**config.mk**
```make
export PLATFORM = sky130hd
export DESIGN_NAME = clock_divider_bank
export DESIGN_NICKNAME = d
export VERILOG_FILES = /design/src/rtl/clock_divider_bank.sv
export SDC_FILE = /design/constraint.sdc
export NUM_CORES = 1
export LEC_CHECK = 0
export BUFFER_PORTS_ARGS = -buffer_cell sky130_fd_sc_hd__buf_2
export CORE_UTILIZATION = 60
export DETAILED_ROUTE_END_ITERATION = 6
export PLACE_DENSITY = 0.78
export SETUP_SLACK_MARGIN = 0.2
export SYNTH_ARGS = -nofsm -noshare
export SYNTH_HDL_FRONTEND = slang
export SYNTH_SLANG_ARGS = --single-unit
```
**constraint.sdc**
```tcl
create_clock -name clk -period 5.6 [get_ports clk]
set_input_delay 0.28 -clock clk [delete_from_list [all_inputs] [get_ports clk]]
set_output_delay 0.28 -clock clk [all_outputs]
set_load 0.02 [all_outputs]
```
**src/rtl/clock_divider_bank.sv**
```systemverilog
// Multi-channel programmable clock/tick generator. Each channel counts enabled cycles up to its
// divisor, strobing tick at terminal count and toggling sclk in square mode.
module clock_divider_bank #(
  parameter int unsigned NUM_CH      = 4,
  parameter int unsigned CNT_W       = 32,
  parameter int unsigned DEFAULT_DIV = 5000000,
  parameter int unsigned CH_W        = (NUM_CH > 1) ? $clog2(NUM_CH) : 1
) (
  input  logic              clk,
  input  logic              reset,
  input  logic [NUM_CH-1:0] en,
  input  logic              cfg_valid,
  output logic              cfg_ready,
  input  logic [CH_W-1:0]   cfg_ch,
  input  logic [CNT_W-1:0]  cfg_div,
  input  logic              cfg_mode,
  output logic [NUM_CH-1:0] sclk,
  output logic [NUM_CH-1:0] tick
);

  logic [CNT_W-1:0]  count_q [NUM_CH];
  logic [CNT_W-1:0]  count_d [NUM_CH];
  logic [CNT_W-1:0]  div_q   [NUM_CH];
  logic [CNT_W-1:0]  div_d   [NUM_CH];
  logic [NUM_CH-1:0] mode_q, mode_d;
  logic [NUM_CH-1:0] sclk_q, sclk_d;
  logic [NUM_CH-1:0] tick_q, tick_d;
  logic              cfg_ready_q, cfg_ready_d;
  logic              xfer;

  assign xfer = cfg_valid && cfg_ready_q;
  // Ready dips for one cycle after every accepted word, otherwise sits high.
  assign cfg_ready_d = !xfer;

  always_comb begin
    count_d = count_q;
    div_d   = div_q;
    mode_d  = mode_q;
    sclk_d  = sclk_q;
    tick_d  = tick_q;
    for (int i = 0; i < NUM_CH; i++) begin
      // A config write to this channel overrides any terminal count on the same edge.
      if (xfer && (cfg_ch == CH_W'(i))) begin
        div_d[i]   = cfg_div;
        mode_d[i]  = cfg_mode;
        count_d[i] = '0;
        sclk_d[i]  = 1'b0;
        tick_d[i]  = 1'b0;
      end else if (en[i]) begin
        if (count_q[i] == div_q[i]) begin
          count_d[i] = '0;
          tick_d[i]  = 1'b1;
          sclk_d[i]  = mode_q[i] ? 1'b0 : ~sclk_q[i];
        end else begin
          count_d[i] = count_q[i] + 1'b1;
          tick_d[i]  = 1'b0;
        end
      end else begin
        tick_d[i] = 1'b0;
      end
    end
  end

  always_ff @(posedge clk or negedge reset) begin
    if (!reset) begin
      for (int i = 0; i < NUM_CH; i++) begin
        count_q[i] <= '0;
        div_q[i]   <= CNT_W'(DEFAULT_DIV);
      end
      mode_q      <= '0;
      sclk_q      <= '0;
      tick_q      <= '0;
      cfg_ready_q <= 1'b0;
    end else begin
      count_q     <= count_d;
      div_q       <= div_d;
      mode_q      <= mode_d;
      sclk_q      <= sclk_d;
      tick_q      <= tick_d;
      cfg_ready_q <= cfg_ready_d;
    end
  end

  assign sclk      = sclk_q;
  assign tick      = tick_q;
  assign cfg_ready = cfg_ready_q;

endmodule
```
==> metrics.md, run 1 <==
| Metric | Value |
|---|---|
| Sequential Power Share | `49.4%` |
| Count of different cell masters after synthesis | `47` |
| Die span in y | `150 µm` |
| Post-synth EDFFs | `0` |
| GRT Residual Overflow | `0` |
| Routed WL | `31.7 mm` |
| GRT Resource Usage Total | `30.0%` |
| H-tree level count | `1` |
| Final worst slack | `2.86 ns` |
| Reg2reg start | `cfg_ready` |
| Post-Syn Instances | `1299` |
| Post-CTS sizing | `0` |
| Crit Path Category | `flip-flop to flip-flop` |
| PD cells | `347 mW/mm²` |
| First-pass GRT wire length | `51.3 mm` |
| Die Area | `0.0224 mm²` |
| Area grow syn2layout | `11.2%` |
| Actual slew at the worst max-slew pin | `1.19 ns` |
| Setup TNS | `0 ns` |
| Flop2flop setup slack | `2.86 ns` |
| Share of cells above drive strength 1 | `15.4%` |
| Avg Inst Size Synth | `10.1 µm²` |
| Peak VDD IR | `0.266 mV` |
| Clock network power share | `36.6%` |
| Syn Nets | `1345` |
| Largest net degree at the start of global routing | `162` |
| Critical path launch point | `cfg_ready` |
| Switching power total | `0.00137 W` |
| Pre-antenna DRT Iters | `5` |
| Cell Area, Synth | `0.0131 mm²` |
| Leak | `6.59 nW` |
| Total CTS buffers | `28` |
| # diodes | `0` |
| Main flop type after synthesis | `dfrtp_1` |
| Std-Cell Rows | `53` |
| Tcrit/Tclk final | `49.0%` |
| DRT antenna net count | `0` |
| RSZ-0062 raised after global routing | `no` |
| Final #Nets | `1388` |
| Critical Path AT | `3.13 ns` |
| Initial Util | `61.7%` |
| Number of port buffers | `50` |
| Internal power | `0.00366 W` |
| Hold path startpoint | `cfg_div[22]` |
| Die width | `150 µm` |
| Fin. max-slew vios | `0` |
| Clk_lat worst skew | `0.55 ns` |
| Switching Share | `27.2%` |
| Core Region | `0.0212 mm²` |
| Initial DRC count | `805` |
| Maxcap violations | `0` |
| Flop and latch count out of synthesis | `269` |
| YS warnings | `0` |
| CTS Sinks | `269` |
| Required time of the critical path | `5.99 ns` |
| Initial antenna violation count | `0` |
| Max Clk Rate | `365 MHz` |
| CP max stage cell | `nor4_1` |
| CP max FO | `41` |
| Sequential area share after synthesis | `51.8%` |
| Status | `finished, final reports clean` |
| CP endpoint kind | `flip-flop` |
| Number of setup violations in the final report | `0` |
| Vias in the first global route | `9537` |
| Final setup skew | `0.00898 ns` |
| Async set or reset register ratio after synthesis | `100%` |
| Root buffer cell | `clkbuf_16` |
| DRC | `0` |
| Via count | `9615` |
| CTS tree | `built` |
| Drt wl/cell | `19.4 µm` |
| CP Launch Type | `flip-flop` |
| Place WS | `2.91 ns` |
| Worst path max stage delay | `0.66 ns` |
| Post-DP HPWL | `21.6 mm` |
| Worst slew margin | `20.5%` |
| Crit path cell chain | `and4bb_2, buf_4, o21ai_0, nor4_1, nand4_1, xor2_1, nor2_1` |
| CTS Buffer Depth | `3` |
| Final Critical Period | `2.74 ns` |
| Via density | `5.87` |
| Logic pwr share | `14.0%` |
| Final hold violations | `0` |
| I/O pins | `51` |
| HP Class | `input port to flip-flop` |
| Gpl congestion | `0.863` |
| CTS clk-pin slew, worst paths | `0.06 ns` |
==> layout make-up <==
cell class	instances	area (µm²)
Clock buffer	48	897
Clock inverter	4	26.3
Fill cell	1631	6630
Inverter	6	22.5
Multi-Input combinational cell	976	6100
Sequential cell	269	6770
Tap cell	275	344
Timing Repair Buffer	61	363
==> timing repair <==
| action | in CTS | in global routing |
|---|---|---|
| hold endpoints to repair | 108 | 0 |
| setup buffers | 0 | 0 |
| hold buffers | 3 | 0 |
| setup endpoints to repair | 0 | 0 |
==> path summary, 6_finish.rpt <==
kind                           endpoint  depth (start not counted)
min                           div_q[86]                          3
min in group asynchronous   count_q[62]                          2
max                        count_q[122]                          7
max in group asynchronous    count_q[6]                          3
min reg2reg                   div_q[50]                          2
max reg2reg                count_q[122]                          7
==> per-layer routing <==
layer  part of all wire, %  global-route usage, %
met4                   3.7                   11.2
met5                     0                      0
met2                    47                   47.4
met1                    43                   41.7
met3                   6.7                   4.85
==> placed cells by master (no fill, tap or decap), types with 15 or more instances in the layout <==
cell         n
nor4_1      23
nand4_1     59
dfrtp_1    237
xor2_1     111
clkbuf_16   29
nor2_1     133
and3_1      15
xnor2_1    122
buf_2       49
nand2_1    273
dfstp_2     32
nand3_1     50
and4_1      16
mux2_2      67
==> power by group through the flow <==
stage | Combinational, W | Sequential (W) | Clock [W]
global route | 0.000788 | 0.00251 | 0.00194
global placement | 0.000672 | 0.00250 | 0
detailed placement | 0.000693 | 0.00251 | 0
floorplan | 0.000524 | 0.00242 | 0
finish | 0.000704 | 0.00248 | 0.00184
CTS | 0.000705 | 0.00248 | 0.00187
==> cells in the mapped netlist (all sizes together) (2+ instances only) <==
cell / number / area, µm²
xnor2: 122 / 1070
or2: 3 / 21.3
mux2i: 2 / 20.0
and3: 15 / 93.8
nand4: 60 / 390
nand3: 51 / 260
a22o: 3 / 26.3
nor3: 12 / 60.1
or4: 7 / 56.3
mux2: 67 / 754
clkbuf: 45 / 169
and2: 10 / 62.6
nand2: 273 / 1020
ha: 4 / 50.1
nand4b: 2 / 17.5
buf: 3 / 11.3
inv: 6 / 22.5
nor4: 23 / 144
o31ai: 2 / 15.0
xor2: 111 / 972
nand2b: 2 / 12.5
a21o: 5 / 37.5
o21ai: 13 / 65.1
o211ai: 5 / 37.5
and4: 17 / 151
a21oi: 7 / 35.0
dfstp: 32 / 841
o311ai: 6 / 52.6
nor2b: 2 / 12.5
dfrtp: 237 / 5930
nor2: 133 / 499
or3: 10 / 62.6
==> registers in the layout, summed over array words and instances (netlist names) <==
name,flops
cfg_ready,1
count_q,128
div_q,128
mode_q,4
sclk,4
tick,4
==> kinds of logic after synthesis <==
kind of cell             Yosys count  synth area share, %
AND/OR/NAND/NOR                  623                 22.2
flip-flops                       269                 51.8
XOR/XNOR                         233                 15.6
multiplexers                      69                 5.93
buffers and inverters             54                 1.55
AO/OA/AOI/OAI                     47                 2.48
adder cells (fa/ha/maj)            4                0.383
==> worst max-delay path, delay by kind of cell, from the launching register on <==
family	cells	cell delay (ns)
AOI/OAI and AO/OA	1	0.34
buffers and inverters	1	0.45
and+or+nand+nor	4	1.17
DFF	1	0.47
xor gates and xnor gates	1	0.15
==> metrics by stage <==
stage	power (W)	area, µm²	std cells	hold WS, ns	utilization, %
after global placement	0.00317	13600	1584	0.402	64.1
after detailed placement	0.00321	13600	1584	0.403	64.1
after CTS	0.00506	14500	1639	0.00224	68.6
after global routing	0.00524	14500	1639	0.0137	68.6
after floorplan	0.00295	13100	1299	-0.0156	-
final	0.00503	14500	1639	0.0172	68.6
Note: power is estimated with default switching activity, not from simulation.
==> inputs of run 2 (changes only) <==
--- a/config.mk
+++ b/config.mk
@@ -5,10 +5,11 @@
 export SDC_FILE = /design/constraint.sdc
 export NUM_CORES = 1
 export LEC_CHECK = 0
+export ABC_AREA = 1
 export BUFFER_PORTS_ARGS = -buffer_cell sky130_fd_sc_hd__buf_2
 export CORE_UTILIZATION = 60
 export DETAILED_ROUTE_END_ITERATION = 6
-export PLACE_DENSITY = 0.78
+export PLACE_DENSITY = 0.77
 export SETUP_SLACK_MARGIN = 0.2
 export SYNTH_ARGS = -nofsm -noshare
 export SYNTH_HDL_FRONTEND = slang
==> constraint.sdc (replaced) <==
create_clock -name clk -period 2.7 [get_ports clk]
set_input_delay 0.135 -clock clk [delete_from_list [all_inputs] [get_ports clk]]
set_output_delay 0.135 -clock clk [all_outputs]
set_load 0.02 [all_outputs]
==> metrics.md, run 2 <==
| Metric | Value |
|---|---|
| YS warnings | `0 (unchanged)` |
| Via count | `15700 (was 9615)` |
| Final Critical Period | `2.11 ns (was 2.74 ns)` |
| Hold-fix buffers, CTS | `16 (was 3)` |
| Sequential Power Share | `44.8% (was 49.4%)` |
| Largest registers | `count_q: 128 flops, div_q: 128 flops (unchanged)` |
| GRT Residual Overflow | `0 (unchanged)` |
| Vias in the first global route | `14600 (was 9537)` |
| Core Region | `0.0270 mm² (was 0.0212 mm²)` |
| Post-synth top area share | `35.9% (was 45.4%)` |
| Post-DP HPWL | `35.6 mm (was 21.6 mm)` |
| Drt wl/cell | `16.2 µm (was 19.4 µm)` |
| Tcrit/Tclk final | `78.2% (was 49.0%)` |
| Status | `finished with violations (was finished, final reports clean)` |
| Async set or reset register ratio after synthesis | `100% (unchanged)` |
| CTS Sinks | `269 (unchanged)` |
| Pre-antenna DRT Iters | `6 (was 5)` |
| Worst slew margin | `54.6% (was 20.5%)` |
| Switching power total | `0.00389 W (was 0.00137 W)` |
| Required time of the critical path | `3.11 ns (was 5.99 ns)` |
| FF-to-FF path depth | `11 (was 7)` |
| Fillers | `2371 (was 1631)` |
| Crit path cell chain | `inv_1, nand2_1, nand2_1, inv_1, nand2_1, nor2_1, nand2_1, nor2_2, nand3_2, nand2_2, nor2_1 (was and4bb_2, buf_4, o21ai_0, nor4_1, nand4_1, xor2_1, nor2_1)` |
| H-tree level count | `1 (unchanged)` |
| CP endpoint kind | `flip-flop (unchanged)` |
| Via density | `5.34 (was 5.87)` |
| CTS Buffer Depth | `3 (unchanged)` |
| Flop2flop setup slack | `0.59 ns (was 2.86 ns)` |
| Hold WS | `-0.00543 ns (was 0.0172 ns)` |
| Maxcap violations | `0 (unchanged)` |
| GRT Resource Usage Total | `34.5% (was 30.0%)` |
| Hold path depth | `3 (unchanged)` |
| Switching Share | `33.3% (was 27.2%)` |
| PD cells | `643 mW/mm² (was 347 mW/mm²)` |
| Final hold violations | `1 (was 0)` |
| Worst path max stage delay | `0.55 ns (was 0.66 ns)` |
| Sequential area share after synthesis | `41.0% (was 51.8%)` |
| Post-CTS sizing | `0 (unchanged)` |
| Largest net degree at the start of global routing | `75 (was 162)` |
| Final setup skew | `0.0116 ns (was 0.00898 ns)` |
| Reg area | `0.00677 mm² (unchanged)` |
| R2r endpoint | `count_q[119] (was count_q[122])` |
| Hold path startpoint | `cfg_div[28] (was cfg_div[22])` |
| CP max FO | `29 (was 41)` |
| HP Class | `input port to flip-flop (unchanged)` |
| Number of setup violations in the final report | `0 (unchanged)` |
| Std-Cell Rows | `60 (was 53)` |
| Hold worst-path end | `div_q[124] (was div_q[86])` |
| Count of non-filler cells in the finished layout | `2941 (was 1639)` |
| Syn Nets | `2565 (was 1345)` |
| Avg Inst Size Synth | `6.56 µm² (was 10.1 µm²)` |
| Final #Nets | `2623 (was 1388)` |
| Crit Path Category | `flip-flop to flip-flop (unchanged)` |
| Area grow syn2layout | `10.2% (was 11.2%)` |
| First-pass GRT wire length | `75.9 mm (was 51.3 mm)` |
| Cell Area, Synth | `0.0165 mm² (was 0.0131 mm²)` |
| Top cells by count, synth | `nand2_1, inv_1, nor2_1 (was nand2_1, dfrtp_1, nor2_1)` |
| Clk_lat worst skew | `0.55 ns (about the same)` |
| CTS clk-pin slew, worst paths | `0.06 ns (about the same)` |
| CP Launch Type | `flip-flop (unchanged)` |
| Dominant cell type by area after synthesis | `dfrtp_1 (unchanged)` |
| DRT antenna net count | `0 (unchanged)` |
| Peak VDD IR | `0.588 mV (was 0.266 mV)` |
| Main flop type after synthesis | `dfrtp_1 (unchanged)` |
| Clock network power share | `34.0% (was 36.6%)` |
| Initial antenna violation count | `1 (was 0)` |
| Number of port buffers | `50 (unchanged)` |
| Commonest non-fill, non-tap cell in the layout | `nand2_1 (unchanged)` |
| Max Clk Rate | `474 MHz (was 365 MHz)` |
| Post-Syn Instances | `2519 (was 1299)` |
| Root buffer cell | `clkbuf_16 (unchanged)` |
| CP max stage cell | `dfstp_2 (was nor4_1)` |
| Die span in y | `168 µm (was 150 µm)` |
| Internal power | `0.00781 W (was 0.00366 W)` |
| Initial DRC count | `1476 (was 805)` |
| Largest cells by area after synthesis | `dfrtp_1, nand2_1, inv_1, nor2_1, dfstp_2 (was dfrtp_1, xnor2_1, nand2_1, xor2_1, dfstp_2)` |
| Commonest cells after routing, fill and taps aside | `nand2_1, inv_1, nor2_1 (was nand2_1, dfrtp_1, nor2_1)` |
| Critical Path AT | `2.52 ns (was 3.13 ns)` |
| Routed WL | `47.6 mm (was 31.7 mm)` |
| Logic pwr share | `21.2% (was 14.0%)` |
| Die Area | `0.0282 mm² (was 0.0224 mm²)` |
| Post-synth EDFFs | `0 (unchanged)` |
| Inst Count DP | `2871 (was 1584)` |
| Final Util | `67.6% (was 68.6%)` |
| Fin. max-slew vios | `0 (unchanged)` |
| Multi-input gate area | `0.00799 mm² (was 0.00610 mm²)` |
| Flop and latch count out of synthesis | `269 (unchanged)` |
| Reg2reg start | `div_q[107] (was cfg_ready)` |
| Leak | `9.11 nW (was 6.59 nW)` |
| Most common cell in the netlist | `nand2_1 (unchanged)` |
| Total CTS buffers | `29 (was 28)` |
| DRC | `0 (unchanged)` |
| Failing checks | `negative hold slack` |
| Worst path most repeated cell | `nand2_1` |
| Setup repair bufs after CTS | `0 (unchanged)` |
| RSZ-0062 raised after global routing | `no (unchanged)` |
| I/O pins | `51 (unchanged)` |
| CTS tree | `built (unchanged)` |
| Count of different cell masters after synthesis | `32 (was 47)` |
| Actual slew at the worst max-slew pin | `0.678 ns (was 1.19 ns)` |
| Die width | `168 µm (was 150 µm)` |
| Setup TNS | `0 ns (unchanged)` |
| Gpl congestion | `0.994 (was 0.863)` |
| Share of cells above drive strength 1 | `6.93% (was 15.4%)` |
| Initial Util | `61.3% (was 61.7%)` |
run 2: layout make-up:
| type | count | share of cell area [%] |
|---|---|---|
| antenna | 1 | 0.0137 |
| inverter | 389 | 8.02 |
| clock inverter | 14 | 0.811 |
| multi-input combinational | 1799 | 43.9 |
| sequential | 269 | 37.2 |
| timing repair buffer | 89 | 3.39 |
| clock buffer | 39 | 4.36 |
| tap | 341 | 2.34 |
run 2: power by group through the flow:
stage / registers [W] / clock network (W) / logic, W
2_1_floorplan: 0.00504 / 0 / 0.00187
3_3_place_gp: 0.00526 / 0 / 0.00236
3_5_place_dp: 0.00529 / 0 / 0.00243
4_1_cts: 0.00522 / 0.00402 / 0.00247
5_1_grt: 0.00530 / 0.00416 / 0.00288
6_report: 0.00524 / 0.00398 / 0.00248
run 2: how the worst max path moves through the flow:
stage | from | to | cells after the start
floorplan | div_q[110] | count_q[114] | 13
CTS | div_q[107] | count_q[118] | 11
global route | cfg_ready | count_q[117] | 6
finish | div_q[107] | count_q[119] | 11
detailed placement | div_q[107] | count_q[112] | 11
global placement | count_q[90] | count_q[91] | 11
run 2: cell families (layout without fill, tap and decap cells):
group           after synthesis  after routing  share of synthesized area (%)
other cells                   0              1                              0
xor+xnor                    112            112                           5.94
buf+inv                     451            531                           10.7
simple gates               1517           1517                           37.0
flops                       269            269                           41.0
fa+ha+maj                     4              4                          0.303
compound gates              166            166                           5.10
run 2: through the flow:
step                power [W]  cell area [µm²]  hold slack (ns)  setup slack (ns)
global placement      0.00762            17100            0.149             0.724
floorplan             0.00691            16500           -0.161              1.12
detailed placement    0.00772            17100            0.151             0.636
CTS                    0.0117            18200         0.000157             0.629
finish                 0.0117            18200         -0.00543             0.589
global route           0.0123            18200          0.00487             0.399
run 2: routing by layer:
layer | track usage, % | wire length (µm) | vias up
met5 | 0 | 0 | -
met4 | 12.0 | 1560 | 0
met3 | 6.16 | 4010 | 99
met2 | 55.6 | 21500 | 654
met1 | 47.0 | 20400 | 7245
li1 | - | - | 7720
run 2: worst max-delay path, delay by kind of cell (launching register included):
family | cells | cell delay, ns
buf+inv | 2 | 0.09
flops | 1 | 0.55
simple gates | 9 | 1.34
==> inputs of run 3 (changes only) <==
--- a/config.mk
+++ b/config.mk
@@ -5,11 +5,11 @@
 export SDC_FILE = /design/constraint.sdc
 export NUM_CORES = 1
 export LEC_CHECK = 0
-export ABC_AREA = 1
+export ABC_AREA = 0
 export BUFFER_PORTS_ARGS = -buffer_cell sky130_fd_sc_hd__buf_2
-export CORE_UTILIZATION = 60
+export CORE_UTILIZATION = 56
 export DETAILED_ROUTE_END_ITERATION = 6
-export PLACE_DENSITY = 0.77
+export PLACE_DENSITY = 0.76
 export SETUP_SLACK_MARGIN = 0.2
 export SYNTH_ARGS = -nofsm -noshare
 export SYNTH_HDL_FRONTEND = slang
==> constraint.sdc (replaced) <==
create_clock -name clk -period 1.9 [get_ports clk]
set_input_delay 0.095 -clock clk [delete_from_list [all_inputs] [get_ports clk]]
set_output_delay 0.095 -clock clk [all_outputs]
set_load 0.02 [all_outputs]
==> metrics.md, run 3 (synthesized netlist as in run 1, its figures left out) <==
| Metric | Value |
|---|---|
| GRT Residual Overflow | `0 (unchanged)` |
| Die width | `155 µm (was 168 µm)` |
| Required time of the critical path | `2.34 ns (was 3.11 ns)` |
| Final hold violations | `0 (was 1)` |
| Total CTS buffers | `28 (was 29)` |
| H-tree level count | `1 (unchanged)` |
| Die span in y | `155 µm (was 168 µm)` |
| Clk_lat worst skew | `0.56 ns (was 0.55 ns)` |
| CP max stage cell | `nor4_2 (was dfstp_2)` |
| GRT Resource Usage Total | `32.7% (was 34.5%)` |
| Crit path cell chain | `xor2_2, nor4_2, buf_4, nand4_1, nor2_4, buf_12, nor2_2, a311o_1 (was inv_1, nand2_1, nand2_1, inv_1, nand2_1, nor2_1, nand2_1, nor2_2, nand3_2, nand2_2, nor2_1)` |
| PD cells | `908 mW/mm² (was 643 mW/mm²)` |
| CTS Sinks | `269 (unchanged)` |
| Peak VDD IR | `0.833 mV (was 0.588 mV)` |
| WP depth | `8 (was 11)` |
| Core Region | `0.0228 mm² (was 0.0270 mm²)` |
| # diodes | `0 (was 1)` |
| Worst path max stage delay | `0.47 ns (was 0.55 ns)` |
| CTS clk-pin slew, worst paths | `0.06 ns (about the same)` |
| Area grow syn2layout | `38.9% (was 10.2%)` |
| Final #Nets | `1616 (was 2623)` |
| Critical Path AT | `2.72 ns (was 2.52 ns)` |
| Place WS | `-0.123 ns (was 0.636 ns)` |
| CP Buf/Inv Count | `2 (unchanged)` |
| Drt wl/cell | `22.4 µm (was 16.2 µm)` |
| Vias in the first global route | `10900 (was 14600)` |
| RSZ-0062 raised after global routing | `yes (was no)` |
| Crit Path Category | `flip-flop to flip-flop (unchanged)` |
| FF-to-FF path depth | `8 (was 11)` |
| Number of port buffers | `50 (unchanged)` |
| Tcrit/Tclk final | `120% (was 78.2%)` |
| Die Area | `0.0239 mm² (was 0.0282 mm²)` |
| CP Launch Type | `flip-flop (unchanged)` |
| Failing checks | `negative setup slack (was negative hold slack)` |
| CTS tree | `built (unchanged)` |
| Final worst slack | `-0.381 ns (was 0.589 ns)` |
| First-pass GRT wire length | `59.8 mm (was 75.9 mm)` |
| Commonest cells after routing, fill and taps aside | `nand2_1, dfrtp_1, buf_4 (was nand2_1, inv_1, nor2_1)` |
| Worst slew margin | `62.6% (was 54.6%)` |
| Root buffer cell | `clkbuf_16 (unchanged)` |
| Initial antenna violation count | `0 (was 1)` |
| Final Critical Period | `2.28 ns (was 2.11 ns)` |
| Post-DP HPWL | `24.5 mm (was 35.6 mm)` |
| Initial Util | `57.3% (was 61.3%)` |
| Initial DRC count | `1018 (was 1476)` |
| CP max FO | `3 (was 29)` |
| Largest registers | `count_q: 128 flops, div_q: 128 flops (unchanged)` |
| Pre-antenna DRT Iters | `5 (was 6)` |
| HP Class | `input port to asynchronous set/reset pin (was input port to flip-flop)` |
| Number of setup violations in the final report | `126 (was 0)` |
| CTS Buffer Depth | `3 (unchanged)` |
| Via density | `5.93 (was 5.34)` |
| Leak | `8.09 nW (was 9.11 nW)` |
| Std-Cell Rows | `55 (was 60)` |
| Worst path top cell family by delay | `simple AND/OR/NAND/NOR gates (unchanged)` |
| Largest net degree at the start of global routing | `66 (was 75)` |
| Maxcap violations | `0 (unchanged)` |
| Fillers | `1191 (was 2371)` |
| Via count | `11300 (was 15700)` |
| Gpl congestion | `0.919 (was 0.994)` |
| Actual slew at the worst max-slew pin | `0.561 ns (was 0.678 ns)` |
| Total power | `0.0165 W (was 0.0117 W)` |
| Commonest non-fill, non-tap cell in the layout | `nand2_1 (unchanged)` |
| Max Clk Rate | `438 MHz (was 474 MHz)` |
| Final setup skew | `0.0152 ns (was 0.0116 ns)` |
| Fin. max-slew vios | `0 (unchanged)` |
| Share of cells above drive strength 1 | `38.5% (was 6.93%)` |
| Routed WL | `42.7 mm (was 47.6 mm)` |
| I/O pins | `51 (unchanged)` |
| DRC | `0 (unchanged)` |
| CP endpoint kind | `flip-flop (unchanged)` |
| DRT antenna net count | `0 (unchanged)` |
| Status | `finished with violations (unchanged)` |
==> run 3: changes by cell type in the layout (fill, tap and decap cells not counted), sizes merged, moves of 19 or more <==
cell / delta
o21ai: -148
nor4: +23
inv: -387
mux2: +67
nand3: -54
xor2: +19
nor2: -227
xnor2: +102
dlygate4sd3: +22
buf: +173
nand2: -679
nor3: -29
==> run 3: area by class of cell <==
type | instances | area (µm²) | share of cell area [%]
clock buffers | 44 | 912 | 5.03
clock inverters | 7 | 91.3 | 0.503
inverters | 6 | 22.5 | 0.124
multi-input cells | 977 | 7380 | 40.7
flip-flops and latches | 269 | 6780 | 37.4
well taps | 313 | 392 | 2.16
repair buffers | 288 | 2570 | 14.2
==> run 3: routing by layer <==
metal	track usage, %	routed length, µm
met2	52.4	20200
met3	6.08	3380
met5	0	0
met4	15.5	2630
met1	43.2	16400
==> run 3: metrics by stage <==
| stage | area (µm²) | setup TNS [ns] | hold WS (ns) | cells | util (%) |
|---|---|---|---|---|---|
| after detailed placement | 15000 | -4.36 | 0.0908 | 1769 | 65.8 |
| after CTS | 17100 | -5.15 | 0.00198 | 1882 | 74.9 |
| after floorplan | 13400 | -0.743 | -0.201 | 1299 | - |
| final | 18100 | -21.49 | 0.0640 | 1904 | 79.7 |
| after global placement | 15000 | -1.55 | 0.0883 | 1769 | 65.8 |
| after global routing | 18100 | -27.87 | 0.0740 | 1904 | 79.7 |
==> run 3: path summary, 6_finish.rpt <==
check	startpoint	end	slack, ns
min in group clk	en[2]	count_q[32]	0.07
worst min-delay path	reset	count_q[58]	0.06
max in group asynchronous	reset	div_q[114]	1.03
worst max register to register	count_q[112]	count_q[127]	-0.38
worst max-delay path	count_q[112]	count_q[127]	-0.38
worst min register to register	div_q[54]	div_q[54]	0.47
==> run 3: report_power, final <==
part	switching, W	leakage (nW)	internal (W)
Sequential	0.000743	3.44	0.00658
Combinational	0.00163	4.15	0.00158
Clock	0.00239	0.497	0.00355
Total	0.00477	8.09	0.0117
==> run 3: what timing repair did <==
action / in CTS / in global routing
buffers inserted: 19 / 17
gates resized for setup: 100 / 180
hold buffers: 38 / 0
pin swaps: 36 / 72
setup endpoints to repair: 136 / 136
hold endpoints to repair: 379 / 0
gates cloned: 5 / 5
